$ cat src/rtl/uart_rx.sv
// rtl/uart_rx.sv - 16x-oversampled UART receiver; optional parity via UART_RX_PARITY_EN
module uart_rx #(
  parameter int DATA_BITS  = 8,
  parameter int OVERSAMPLE = 16
`ifdef UART_RX_PARITY_EN
  ,
  parameter bit PARITY_ODD = 1'b0
`endif
) (
  input  logic                 clk,
  input  logic                 rst_n,
  input  logic                 sample_tick,
  input  logic                 rx,
  output logic [DATA_BITS-1:0] rx_data,
  output logic                 rx_valid,
  output logic                 frame_err,
  output logic                 rx_busy
`ifdef UART_RX_PARITY_EN
  ,
  output logic                 parity_err
`endif
);

  localparam int CW = $clog2(OVERSAMPLE);
  localparam int BW = (DATA_BITS > 1) ? $clog2(DATA_BITS) : 1;
  localparam logic [CW-1:0] HALF_TICK = CW'(OVERSAMPLE / 2 - 1);
  localparam logic [CW-1:0] LAST_TICK = CW'(OVERSAMPLE - 1);
  localparam logic [BW-1:0] LAST_BIT  = BW'(DATA_BITS - 1);

  localparam logic [2:0] IDLE   = 3'd0;
  localparam logic [2:0] START  = 3'd1;
  localparam logic [2:0] DATA   = 3'd2;
  localparam logic [2:0] STOP   = 3'd3;
`ifdef UART_RX_PARITY_EN
  localparam logic [2:0] PARITY = 3'd4;
`endif

  logic                 rx_meta;
  logic                 rx_s;
  logic [2:0]           state;
  logic [CW-1:0]        tick_cnt;
  logic [BW-1:0]        bit_cnt;
  logic                 armed;
  logic [DATA_BITS-1:0] shift_reg;
`ifdef UART_RX_PARITY_EN
  logic                 par_bit;
`endif

  // Two-flop synchroniser; resets to the idle-high line level
  always_ff @(posedge clk or negedge rst_n) begin
    if (!rst_n) begin
      rx_meta <= 1'b1;
      rx_s    <= 1'b1;
    end else begin
      rx_meta <= rx;
      rx_s    <= rx_meta;
    end
  end

  // Frame FSM: advances only on sample ticks; strobes are single-cycle pulses
  always_ff @(posedge clk or negedge rst_n) begin
    if (!rst_n) begin
      state      <= IDLE;
      tick_cnt   <= '0;
      bit_cnt    <= '0;
      armed      <= 1'b0;
      shift_reg  <= '0;
      rx_data    <= '0;
      rx_valid   <= 1'b0;
      frame_err  <= 1'b0;
      rx_busy    <= 1'b0;
`ifdef UART_RX_PARITY_EN
      par_bit    <= 1'b0;
      parity_err <= 1'b0;
`endif
    end else begin
      rx_valid   <= 1'b0;
      frame_err  <= 1'b0;
`ifdef UART_RX_PARITY_EN
      parity_err <= 1'b0;
`endif
      if (sample_tick) begin
        case (state)
          IDLE: begin
            if (rx_s) begin
              armed <= 1'b1;
            end else if (armed) begin
              state    <= START;
              rx_busy  <= 1'b1;
              tick_cnt <= '0;
            end
          end
          START: begin
            if (tick_cnt == HALF_TICK) begin
              tick_cnt <= '0;
              if (!rx_s) begin
                state   <= DATA;
                bit_cnt <= '0;
              end else begin
                // Start bit did not hold to its mid-point: glitch
                state   <= IDLE;
                rx_busy <= 1'b0;
                armed   <= 1'b1;
              end
            end else begin
              tick_cnt <= tick_cnt + 1'b1;
            end
          end
          DATA: begin
            if (tick_cnt == LAST_TICK) begin
              tick_cnt  <= '0;
              shift_reg <= {rx_s, shift_reg[DATA_BITS-1:1]};
              bit_cnt   <= bit_cnt + 1'b1;
              if (bit_cnt == LAST_BIT) begin
`ifdef UART_RX_PARITY_EN
                state <= PARITY;
`else
                state <= STOP;
`endif
              end
            end else begin
              tick_cnt <= tick_cnt + 1'b1;
            end
          end
`ifdef UART_RX_PARITY_EN
          PARITY: begin
            if (tick_cnt == LAST_TICK) begin
              tick_cnt <= '0;
              par_bit  <= rx_s;
              state    <= STOP;
            end else begin
              tick_cnt <= tick_cnt + 1'b1;
            end
          end
`endif
          STOP: begin
            if (tick_cnt == LAST_TICK) begin
              tick_cnt <= '0;
              state    <= IDLE;
              rx_busy  <= 1'b0;
              if (rx_s) begin
                rx_data <= shift_reg;
`ifdef UART_RX_PARITY_EN
                if ((^shift_reg ^ par_bit) != PARITY_ODD) parity_err <= 1'b1;
                else                                      rx_valid   <= 1'b1;
`else
                rx_valid <= 1'b1;
`endif
              end else begin
                // Low stop bit: require the line to go high before the next start
                frame_err <= 1'b1;
                armed     <= 1'b0;
              end
            end else begin
              tick_cnt <= tick_cnt + 1'b1;
            end
          end
          default: begin
            state   <= IDLE;
            rx_busy <= 1'b0;
          end
        endcase
      end
    end
  end

endmodule

$ cat config.mk
export PLATFORM = sky130hd
export DESIGN_NAME = uart_rx
export DESIGN_NICKNAME = d
export VERILOG_FILES = /design/src/rtl/uart_rx.sv
export SDC_FILE = /design/constraint.sdc
export NUM_CORES = 1
export LEC_CHECK = 0
export ABC_AREA = 1
export ABC_CLOCK_PERIOD_IN_PS = 1400
export CORE_ASPECT_RATIO = 1.2
export CORE_UTILIZATION = 55
export CTS_CLUSTER_SIZE = 16
export DETAILED_ROUTE_END_ITERATION = 7
export GPL_TIMING_DRIVEN = 0
export PLACE_DENSITY = 0.83
export SLEW_MARGIN = 5
export SYNTH_ARGS = -nofsm -noshare
export SYNTH_HDL_FRONTEND = slang
export SYNTH_SLANG_ARGS = --single-unit
$ cat constraint.sdc
create_clock -name clk -period 1.4 [get_ports clk]
set_input_delay 0.21 -clock clk [delete_from_list [all_inputs] [get_ports clk]]
set_output_delay 0.21 -clock clk [all_outputs]
set_load 0.02 [all_outputs]
# [Word-level counts from Yosys, hierarchy flattened]
# Index checks and enable logic that the tools add are counted.
[word_totals] register_bits=32 elab_cells=77
[op_classes] addsub=2 n_eq_ne=15 mux=36 bitwise=1 reduce_logical=12
[ops] op="$mux 3" count=9
[ops] op="$ne 2x2->1 const B" count=9
[ops] op="$mux 1" count=17
[ops] op="$mux 4" count=4
[ops] op="$reduce_and 7->1" count=2
[ops] op="$pmux 3 s4" count=1
[ops] op="$pmux 4 s3" count=1
[ops] op="$reduce_and 5->1" count=2
[ops] op="$reduce_and 4->1" count=2
[ops] op="$eq 3x2->1 const B" count=2
[ops] op="$pmux 3 s2" count=1
[ops] op="$reduce_bool 3->1" count=2
[ops] op="$add 4x1->4 const B" count=1
[ops] op="$eq 4x3->1 const B" count=1
[ops] op="$eq 4x4->1 const B" count=1
[ops] op="$pmux 1 s4" count=1
[ops] op="$add 3x1->3 const B" count=1
[ops] op="$eq 3x1->1 const B" count=1
[ops] op="$eq 3x3->1 const B" count=1
[ops] op="$logic_not 3->1" count=1
[ops] op="$pmux 1 s3" count=1
[ops] op="$reduce_and 3->1" count=1
[ops] op="$mux 2" count=1
[ops] op="$reduce_bool 2->1" count=1
[ops] op="other kinds (2)" count=2

# [Logic depth before layout (Yosys ltp)]
# Gate-level depths: netlist of run 1.
[depth] depth_word=4 ltp_mapped=8

# [Worst setup path after synthesis of run 1]
# Ideal clock, no wire load.
[synth_timing] path_type="register -> register" from="register tick_cnt[0]" to="register shift_reg[7]" setup_ps=120 arrival_time_ps=1175 t_required_ps=1280 setup_slack_ps=105 path_stages_with_launch=8 n_path_buf=1 synth_period_minus_slack_ps=1295 path_cell_list="dfrtp_1 > ha_1 > nand3_2 > inv_2 > nand3_2 > buf_6 > nand2_2 > o21ai_2"
[synth_between] elab_chain_len=2
[synth_rtl] element="from (decl)" line="41" text="logic [CW-1:0] tick_cnt;"
[synth_rtl] element="from (signal assigned)" line="106" text="tick_cnt <= tick_cnt + 1'b1;"
[synth_rtl] element="from (signal assigned)" line="122" text="tick_cnt <= tick_cnt + 1'b1;"
[synth_rtl] element="from (signal assigned)" line="155" text="tick_cnt <= tick_cnt + 1'b1;"
[synth_rtl] element="$eq 4x4->1" line="110" text="if (tick_cnt == LAST_TICK) begin"
[synth_rtl] element="$reduce_and 3->1 (no source line)"
[synth_rtl] element="to (signal assigned)" line="112" text="shift_reg <= {rx_s, shift_reg[DATA_BITS-1:1]};"
[synth_rtl] element="to (decl)" line="44" text="logic [DATA_BITS-1:0] shift_reg;"
# Every way passes these cells.
# A chain may end at the register's enable or synchronous reset.

# [Worst setup path in the final report of run 1]
[layout_timing] from="register tick_cnt[1]" to="register bit_cnt[0]"
[layout_between] elab_chain_len=3 word_cells_on_any_way=5 cone_classes="4 x eq/ne; 1 x reduce/logical"
[layout_rtl] element="$eq 4x4->1 or $eq 4x3->1 (tied branches)" line="110, 94"
[layout_rtl] element="$ne 2x2->1 (no source line)"
[layout_rtl] element="$reduce_and 5->1 (no source line) (*)"
[layout_rtl] element="to (signal assigned)" line="113" text="bit_cnt <= bit_cnt + 1'b1;"
[layout_rtl] element="to (decl)" line="42" text="logic [BW-1:0] bit_cnt;"
# Mark *: on every way between the ends. The rest lies on a longest branch, timed or not.

==> results_dict.tcl, run 1 <==
set metrics [dict create \
    status "finished clean" \
    synthTopCellsByArea "dfrtp_1 (49%), nand2_1 (10%), o21ai_2 (9.5%)" \
    gp_congestion 0.879 \
    syn_nets 163 \
    drv_slew 0 \
    fmax_mhz 733 \
    post_drt_wl_per_cell_um 13.1 \
    syn_area_per_cell_um2 9.41 \
    cts-root-buf "clkbuf_4" \
    critPathArrivalTime_ns 1.60 \
    antenna_left 0 \
    critical_path_class "reg2reg" \
    drive_above_1_share_pct 29.7 \
    dpl_worst_slack_ns -0.468 \
    max_slew.worst_pin.slew_ns 0.686 \
    clockBufferDepth 2 \
    num_io_pins 15 \
    routed_wl_um 2820 \
    syn_area_um2 1470 \
    cts_tree "built" \
    cts_sinks 31 \
    power_density_nw_per_um2 1430 \
    crit_path_end_kind "register" \
    grt_pass1_vias 1182 \
    cts_max_level 2 \
    ys_types 22 \
    hold_violations 0 \
    io_buffers 14 \
    clkTransAtPathRegs_ns 0.10 \
    antenna_found_initial 0 \
    area_delta_synth_final_pct 23.6 \
    dpl.hpwl_um 1960 \
    grtUsageTotal_pct 23.7 \
    numCtsBuffers 5 \
    die_area_um2 2880 \
    synth_top_area_share_pct 49.4 \
    vias 1133 \
    fp.dieH_um 58.6 \
    die_w_um 49.2 \
    initial_core_util_pct 58.1 \
    finalSetupViolCount 0 \
    holdPathStages 1 \
    fillers 177 \
    coreArea_um2 2530 \
    synthCells 156 \
    hold_class "in2reg" \
    maxSlewHeadroom_pct 54.3 \
    drc 0 \
    power.leakage_nw 0.893 \
    grt_max_degree 32 \
    rsz0062_at_grt "true" \
    mostFrequentLayoutCell "nand2_1" \
    maxCapViolations 0 \
    clk_latency_ns 0.35 \
    crit_required_ns 1.64 \
    yosysWarnings 0 \
    synth_top_area_cell "dfrtp_1" \
    final.period_utilization_pct 97.4 \
    worstRegToRegCells 6 \
    fin_skew_ns 0.0106 \
    period_minus_slack_ns 1.36 \
    final_cell_mix "nand2_1 (34), dfrtp_1 (29), inv_1 (19), o21ai_2 (16)" \
    nets 188 \
    n_antenna_cell 0 \
    power_mw 2.59 \
    fin_ws_ns 0.0359 \
    worstSetupStartpointType "register" \
    ir_drop_v 0.000917 \
    rows 20 \
    path_max_fanout 4 \
    post_drt_via_cell_ratio 5.27 \
    ys_seq_area_share_pct 53.0 \
    ys_ff_latch 31 \
    grt_overflow 0 \
    drt_iter0_markers 25 \
    drt_pass1_iterations 5 \
    grt_pass1_wl_um 4890 \
    fin_util_pct 71.8 \
]
[Yosys cell counts]
master,count
a22o_1,1
nor2_4,2
inv_2,1
o21a_1,1
nor2_2,2
dfrtp_1,29
nand2_2,7
buf_6,2
nand2_1,39
nor2_1,11
dfstp_2,2
ha_1,3
o21ai_1,2
xor2_1,1
nor4_1,1
inv_1,20
o21ai_0,5
nand3_4,1
nand3_1,5
o21ai_2,16
nand3_2,2
a21oi_1,3
[layer usage]
metal	wire, µm	vias up	GRT usage, %	part of all wire (%)
met2	1500	20	41.3	53
met5	0	-	0	0
met4	61	0	13.0	2.2
li1	-	549	-	-
met3	103	8	8.53	3.6
met1	1160	556	24.9	41
[report_power, final]
part / internal (mW) / switching, mW
clock network: 0.193 / 0.308
registers: 1.03 / 0.138
logic: 0.327 / 0.600
[area by class of cell]
class                      instances  area (µm²)  area share [%]
multi-input combinational        102         653            36.0
clock inverter                     2        12.5           0.690
timing repair buffer              18         171            9.45
buffer                             2        35.0            1.93
sequential                        31         778            42.9
inverter                          21        81.3            4.48
clock buffer                       6        41.3            2.28
tap                               33        41.3            2.28
[cell families after synthesis]
family	count (synthesis)	synth area share (%)
buf+inv	23	6.90
compound gates	28	14.1
flops	31	53.0
fa+ha+maj	3	2.56
xor+xnor	1	0.597
simple gates	70	22.8
[metrics by stage]
stage | instances | area (µm²) | hold slack, ns | setup TNS (ns)
2_1_floorplan | 156 | 1470 | -0.0856 | 0
3_3_place_gp | 203 | 1650 | 0.347 | -12.44
3_5_place_dp | 203 | 1650 | 0.349 | -16.74
4_1_cts | 213 | 1720 | 0.255 | 0
5_1_grt | 215 | 1810 | 0.251 | -0.0816
6_report | 215 | 1810 | 0.261 | 0
[path summary, 6_finish.rpt]
path,slack (ns),start,to
max reg2reg,0.04,tick_cnt[1],bit_cnt[0]
max,0.04,tick_cnt[1],bit_cnt[0]
min,0.26,rx,rx_meta
max in group asynchronous,0.53,rst_n,state[0]
min in group asynchronous,0.43,rst_n,bit_cnt[0]
min reg2reg,0.36,rx_meta,rx_s
[what timing repair did]
| action | 4_1_cts | 5_1_grt |
|---|---|---|
| hold endpoints to repair | 0 | 29 |
| hold buffers | 0 | 1 |
| setup endpoints to repair | 58 | 25 |
| pin swaps | 0 | 7 |
| gates cloned | 0 | 1 |
| buffers inserted | 2 | 0 |
| resized for setup | 17 | 16 |
[critical path, stage by stage, from the launching register on]
cell and delay, ns:
dfrtp_1 0.41, ha_4 0.19, nand3_4 0.12, nand2_1 0.12
nand2_1 0.15, o21ai_1 0.19, nand2_1 0.08
No activity file was read; power rests on OpenSTA's default activity.
==> inputs of run 2 (changes only) <==
- ABC_CLOCK_PERIOD_IN_PS: 1400 -> 1100
- CORE_UTILIZATION: 55 -> 50
- PLACE_DENSITY: 0.83 -> 0.79
- clock period: 1.4 -> 1.1 ns (I/O delays scaled with it)
==> results_dict.tcl, run 2 (same netlist as run 1, synthesis figures left out) <==
set metrics [dict create \
    coreArea_um2 2790 \
    grt_overflow 0 \
    hold_class "in2async" \
    finalInstanceArea_um2 1980 \
    final_cell_mix "nand2_1 (27), dfrtp_1 (27), inv_1 (16), o21ai_2 (16), nand2_2 (11)" \
    fp.dieH_um 61.4 \
    drc 0 \
    period_minus_slack_ns 1.32 \
    path_max_fanout 4 \
    antenna_left 0 \
    grt_max_degree 32 \
    dpl.hpwl_um 1750 \
    ir_drop_v 0.00207 \
    post_drt_wl_per_cell_um 12.8 \
    rows 21 \
    power_density_nw_per_um2 1890 \
    critical_path_class "reg2reg" \
    nets 198 \
    cts_sinks 31 \
    io_buffers 14 \
    initial_core_util_pct 52.7 \
    grtUsageTotal_pct 20.5 \
    drt_iter0_markers 16 \
    setup_tns_ns -4.90 \
    numCtsBuffers 5 \
    rsz0062_at_grt "true" \
    post_drt_via_cell_ratio 5.07 \
    clk_latency_ns 0.32 \
    drv_slew 0 \
    clockBufferDepth 2 \
    crit_path_end_kind "register" \
    fmax_mhz 757 \
    final.period_utilization_pct 120 \
    die_w_um 51.5 \
    place_inst 204 \
    worst_hold_slack_ns -0.00519 \
    finalSetupViolCount 29 \
    gp_congestion 0.823 \
    grt_pass1_vias 1042 \
    cts-root-buf "clkbuf_4" \
    vias 1146 \
    dpl-instance-area_um2 1670 \
    fin_util_pct 71.1 \
    violations "negative hold slack, negative setup slack" \
    antenna_found_initial 0 \
    dpl_worst_slack_ns -0.676 \
    maxSlewHeadroom_pct 49.9 \
    status "finished with violations" \
    crit_required_ns 1.31 \
    grt_pass1_wl_um 4550 \
    num_io_pins 15 \
    area_delta_synth_final_pct 34.9 \
    drt_pass1_iterations 4 \
    drive_above_1_share_pct 47.9 \
    clkTransAtPathRegs_ns 0.09 \
    cts_max_level 2 \
    hold_violations 22 \
    routed_wl_um 2900 \
    n_antenna_cell 0 \
    worstRegToRegCells 7 \
    power_mw 3.74 \
    max_slew.worst_pin.slew_ns 0.752 \
    power.leakage_nw 0.938 \
    cts_tree "built" \
    fin_skew_ns 0.00908 \
    hold_buffers 0 \
    worstSetupStartpointType "register" \
    fin_ws_ns -0.221 \
    critPathArrivalTime_ns 1.53 \
    die_area_um2 3160 \
    fin_cells 226 \
    maxCapViolations 0 \
]
-- run 2: cell count changes in the layout (fill, tap and decap cells not counted), moves of 3 or more --
cell	delta
nor2_4	+4
dlygate4sd2_1	-11
buf_4	+8
buf_2	+7
buf_6	+4
inv_1	-3
inv_2	+3
nand2_4	+5
nor2_1	-3
nand2_1	-7
-- run 2: metal layers --
layer	up-vias	global-route usage [%]	share of wire [%]
li1	568	-	-
met1	547	24.8	43
met2	22	32.8	51
met3	9	7.41	3.8
met4	0	10.0	2.4
met5	-	0	0
-- run 2: path summary, 6_finish.rpt --
kind	from	end	slack (ns)
min in group clk	rx	rx_meta	0.24
max reg2reg	tick_cnt[1]	rx_data[1]	-0.22
max	tick_cnt[1]	rx_data[1]	-0.22
min reg2reg	rx_meta	rx_s	0.36
min	rst_n	rx_data[0]	-0.005
max in group asynchronous	rst_n	state[0]	0.59
-- run 2: cell type report --
cell class	instances	area (µm²)
fillers	209	806
flip-flops and latches	31	781
multi-input cells	102	727
repair buffers	28	249
inverters	21	81.3
clock buffers	8	68.8
well taps	34	42.5
plain buffers	2	30.0
-- run 2: what timing repair did --
action,4_1_cts,5_1_grt
buffers inserted,5,7
endpoints found under the setup margin,70,32
gates cloned,1,1
pin swaps,5,6
resized for setup,64,29
-- run 2: worst max-delay path: stages, from the launching register on --
cell,delay (ns)
dfrtp_1,0.40
ha_4,0.18
nand3_4,0.11
inv_4,0.11
nand3_4,0.13
buf_6,0.19
nand2_4,0.05
o21ai_2,0.04
-- run 2: power breakdown --
| group | switching, mW | internal (mW) |
|---|---|---|
| Clock | 0.350 | 0.376 |
| Sequential | 0.236 | 1.31 |
| Combinational | 0.860 | 0.609 |
| Total | 1.45 | 2.30 |
